==> config.mk <==
export PLATFORM = sky130hd
export DESIGN_NAME = hb_up_packetizer
export DESIGN_NICKNAME = d
export VERILOG_FILES = /design/src/rtl/hb_up_packetizer.sv
export SDC_FILE = /design/constraint.sdc
export NUM_CORES = 1
export LEC_CHECK = 0
export CORE_MARGIN = 2
export CORE_UTILIZATION = 40
export DETAILED_ROUTE_END_ITERATION = 8
export HOLD_SLACK_MARGIN = 0.06
export PLACE_DENSITY = 0.67
export REMOVE_ABC_BUFFERS = 1
export SLEW_MARGIN = 20
export SYNTH_ARGS = -nofsm -noshare
export SYNTH_HDL_FRONTEND = slang
export SYNTH_SLANG_ARGS = --single-unit
==> constraint.sdc <==
create_clock -name clk -period 2.6 [get_ports clk]
set_input_delay 0.52 -clock clk [delete_from_list [all_inputs] [get_ports clk]]
set_output_delay 0.52 -clock clk [all_outputs]
set_load 0.03 [all_outputs]
==> src/rtl/hb_up_packetizer.sv <==
// rtl/hb_up_packetizer.sv - heartbeat time capture serialized into {code, idx, payload} upstream words
// Holds one captured time; a pulse landing on the final-word transfer edge chains straight into the next packet.
module hb_up_packetizer #(
   parameter int Ntime    = 48,
   parameter int Npayload = 16,
   parameter int Ncode    = 4,
   parameter int HBCode   = 11,
   parameter int Nidx     = 2,
   parameter int Ndrop    = 8
) (
   input  logic                              clk,
   input  logic                              reset,
   input  logic                              send_HB_up_pulse,
   input  logic [Ntime-1:0]                  time_elapsed,
   output logic                              out_v,
   input  logic                              out_a,
   output logic [Ncode+Nidx+Npayload-1:0]    out_d,
   output logic                              busy,
   output logic [Ndrop-1:0]                  hb_dropped
);

   localparam int Nwords = (Ntime + Npayload - 1) / Npayload;
   localparam int Ncap   = Nwords * Npayload;
   localparam logic [Nidx-1:0]  LAST_IDX = Nidx'(Nwords - 1);
   localparam logic [Ncode-1:0] HB_CODE  = Ncode'(HBCode);

   typedef enum logic {IDLE, SEND} state_t;

   state_t            state_q, state_d;
   logic [Ncap-1:0]   cap_q, cap_d;
   logic [Nidx-1:0]   idx_q, idx_d;
   logic [Ndrop-1:0]  drop_q, drop_d;

   logic              xfer;
   logic              last_xfer;
   logic [Npayload-1:0] payload;

   always_ff @(posedge clk or negedge reset) begin
      if (!reset) begin
         state_q <= IDLE;
         cap_q   <= '0;
         idx_q   <= '0;
         drop_q  <= '0;
      end else begin
         state_q <= state_d;
         cap_q   <= cap_d;
         idx_q   <= idx_d;
         drop_q  <= drop_d;
      end
   end

   always_comb begin
      state_d   = state_q;
      cap_d     = cap_q;
      idx_d     = idx_q;
      drop_d    = drop_q;
      xfer      = (state_q == SEND) && out_a;
      last_xfer = xfer && (idx_q == LAST_IDX);
      case (state_q)
         IDLE: begin
            if (send_HB_up_pulse) begin
               cap_d   = Ncap'(time_elapsed);
               idx_d   = '0;
               state_d = SEND;
            end
         end
         SEND: begin
            if (last_xfer) begin
               idx_d = '0;
               if (send_HB_up_pulse) begin
                  cap_d = Ncap'(time_elapsed);
               end else begin
                  state_d = IDLE;
               end
            end else begin
               if (xfer) begin
                  idx_d = idx_q + 1'b1;
               end
               // Any pulse not coinciding with the final transfer is lost; count it, never wrap.
               if (send_HB_up_pulse && (drop_q != {Ndrop{1'b1}})) begin
                  drop_d = drop_q + 1'b1;
               end
            end
         end
         default: state_d = IDLE;
      endcase
   end

   // Outputs derive only from flops, so out_a never reaches out_v/out_d combinationally.
   assign payload    = cap_q[int'(idx_q) * Npayload +: Npayload];
   assign out_v      = (state_q == SEND);
   assign busy       = (state_q == SEND);
   assign out_d      = (state_q == SEND) ? {HB_CODE, idx_q, payload} : '0;
   assign hb_dropped = drop_q;

endmodule

==> flow_summary_export.csv <==
group,metric,value,unit
finish,fin_cells,421,
synthesis,synth_xor_xnor_area_share,1.54,%
route,vias_per_cell,4.77,
pwr,vdd_drop_max,0.000633,V
global_routing,grt_pass1_vias,2033,
placed_design,place_congestion,0.722,
timing,hold_violations,0,
timing,rsz0062_at_grt,"false",
route,vias,2007,
cts,cts_resized,0,
cts,hold_buffers,0,
synthesis,muxShareOfSynthArea,26.2,%
route,highest_layer,"met4",
timing,slew_headroom,51.7,%
cts,h-tree-depth,3,
global_routing,grt_overflow,0,
cts,cts_tree,"done",
synthesis,synth-main-ff-cell,"dfrtp_1",
cts,clock_latency,0.33,ns
placed_design,place_area,3730,um2
worst_setup_path,required,2.08,ns
timing,finalCritPeriodShare,90.8,%
floorplan,boundaryPins,84,
placed_design,portBuffers,82,
timing,setup_tns,0,ns
timing,fin_crit,2.36,ns
synthesis,ys_seq_area_share,51.9,%
synthesis,synth.most_common_cell,"dfrtp_1",
worst_setup_path,worstSetupEndpointType,"output port",
synthesis,postSynth.asyncResetShare,100,%
global_routing,grt_use_total,16.4,%
cts,clk_pin_slew,0.06,ns
floorplan,rows,30,
timing,finalSetupViolCount,0,
route,drc,0,
synthesis,synth-simple-area-share,10.5,%
route,drt-met1-wl,2770,um
pwr,power_leakage,0.00170,uW
synthesis,syn-cell-area,2840,um2
synthesis,yosysTopAreaCellShare,51.9,%
route,first_iter_violations,48,
floorplan,core-area,6830,um2
finish,layout.nets,373,
worst_hold_path,hp-class,"in -> async",
cts,root_buffer,"clkbuf_8",
worst_setup_path,worstPathArrival,1.84,ns
global_routing,grt_pass1_wl,9740,um
synthesis,synth_edf_count,0,
synthesis,synth_top_family_by_area,"multiplexers",
route,detail-route-antenna-nets,0,
route,wl_per_cell,14.2,um
floorplan,die_y,88.3,um
status,status,"finished, final reports clean",
synthesis,synth-compound-area-share,4.66,%
flow_run,drv_cap,0,
synthesis,synth_warnings,0,
synthesis,synth_adder_area_share,0.440,%
synthesis,yosysTopAreaCell,"dfrtp_1",
timing,max_freq,424,MHz
pwr,power_density,1320,nW/um2
timing,tightest_slew,0.724,ns
placed_design,dp.cells,405,
finish,utilization,57.7,%
route,wl,5970,um
finish,fillers,621,
synthesis,synth.area.top_cells,"dfrtp_1 (52%), mux2_2 (12%), mux2_1 (7.9%)",
worst_setup_path,worst_setup_path_start_kind,"flip-flop",
cts,numCtsBuffers,9,
finish,stdcell_area,3950,um2
cts,clockBufferDepth,2,
finish,drive_gt1_share,23.7,%
route,first_pass_iters,4,
synthesis,ys_top_cells_by_count,"dfrtp_1 (59), mux2_2 (31), nand2_1 (21)",
cts,clock_sinks,59,
route,dr_wl_met2,2740,um
synthesis,synth_area_per_cell,12.1,um2
finish,syn_to_final_growth,38.7,%
global_routing,grt_max_degree,32,
worst_setup_path,critPathKind,"reg -> out",
timing,fin_skew,0.00492,ns
worst_setup_path,critPathMaxFanout,16,
floorplan,start_util,41.6,%
synthesis,synth_seq_cells,59,
global_routing,antenna_found_initial,0,
route,route.met3.wl,372,um
pwr,total_power,5200,uW
floorplan,die_w,88.3,um
synthesis,syn_inst,236,
floorplan,design.die.area,7800,um2
synthesis,synth.distinct_cells,30,
finish,diodes,0,
placed_design,hpwl,4160,um
timing,drv_slew,0,
cts,cts_setup_buffers,0,
-- critical path, cell delays in order (launching register included) --
cell and delay, ns:
dfrtp_1 0.65, and2_1 0.20, clkdlybuf4s50_1 0.66
-- state kept, by name, indices dropped and copies added (netlist names) --
| signal | count |
|---|---|
| busy | 1 |
| cap_q | 48 |
| hb_dropped | 8 |
| idx_q | 2 |
-- routing by layer --
metal | GRT usage (%) | vias to the layer above
li1 | - | 976
met1 | 22.8 | 955
met2 | 24.8 | 66
met3 | 3.54 | 10
met4 | 7.44 | 0
met5 | 0 | -
-- cell families (layout without fill, tap and decap cells) --
logic type / Yosys count / in the layout
AND/OR/NAND/NOR: 56 / 56
AO/OA/AOI/OAI: 23 / 23
flip-flops: 59 / 59
buffers and inverters: 23 / 112
multiplexers: 68 / 68
other: 1 / 1
adder cells (fa/ha/maj): 1 / 1
XOR/XNOR: 5 / 5
-- where the power goes --
group | switching (uW) | total [uW] | leakage (uW) | internal [uW]
sequential | 312 | 1690 | 0.000705 | 1380
clock | 366 | 903 | 0.000113 | 537
combinational | 1350 | 2610 | 0.000884 | 1260
-- cell usage in the layout (no fill, tap or decap), drive strengths merged, types with 2 or more instances in the layout --
cell type      count
clkinv             5
mux2i             17
nand3b             2
nand4              4
inv                4
mux2              51
xnor2              3
o21ai             18
bufinv             2
xor2               2
and2              18
dfrtp             59
clkbuf             9
nand2             21
nand3              3
nor2               3
nor3               2
buf               28
clkdlybuf4s50     64
-- final cells by class --
cell class | count | area (um2) | share of cell area, %
clock buffer | 9 | 124 | 3.14
clock inverter | 7 | 92.6 | 2.35
inverter | 4 | 15.0 | 0.381
multi-input combinational | 154 | 1240 | 31.5
sequential | 59 | 1480 | 37.4
tap | 96 | 120 | 3.04
timing repair buffer | 92 | 873 | 22.1
-- metrics by stage --
stage	hold WS [ns]	setup WS [ns]
floorplan	0.224	-0.746
global placement	0.468	0.366
detailed placement	0.475	0.347
CTS	0.251	0.193
global route	0.299	0.122
finish	0.250	0.239
-- worst paths after layout --
kind / start / to / slack (ns) / depth (start not counted)
max: busy / out_d[17] / 0.24 / 2
min: reset / cap_q[16] / 0.25 / 1
max reg2reg: idx_q[0] / cap_q[44] / 0.64 / 5
min reg2reg: cap_q[14] / cap_q[14] / 0.49 / 1
max in group asynchronous: reset / cap_q[6] / 1.75 / 2
min in group clk: cap_q[14] / cap_q[14] / 0.49 / 1
No activity file was read; power rests on OpenSTA's default activity.
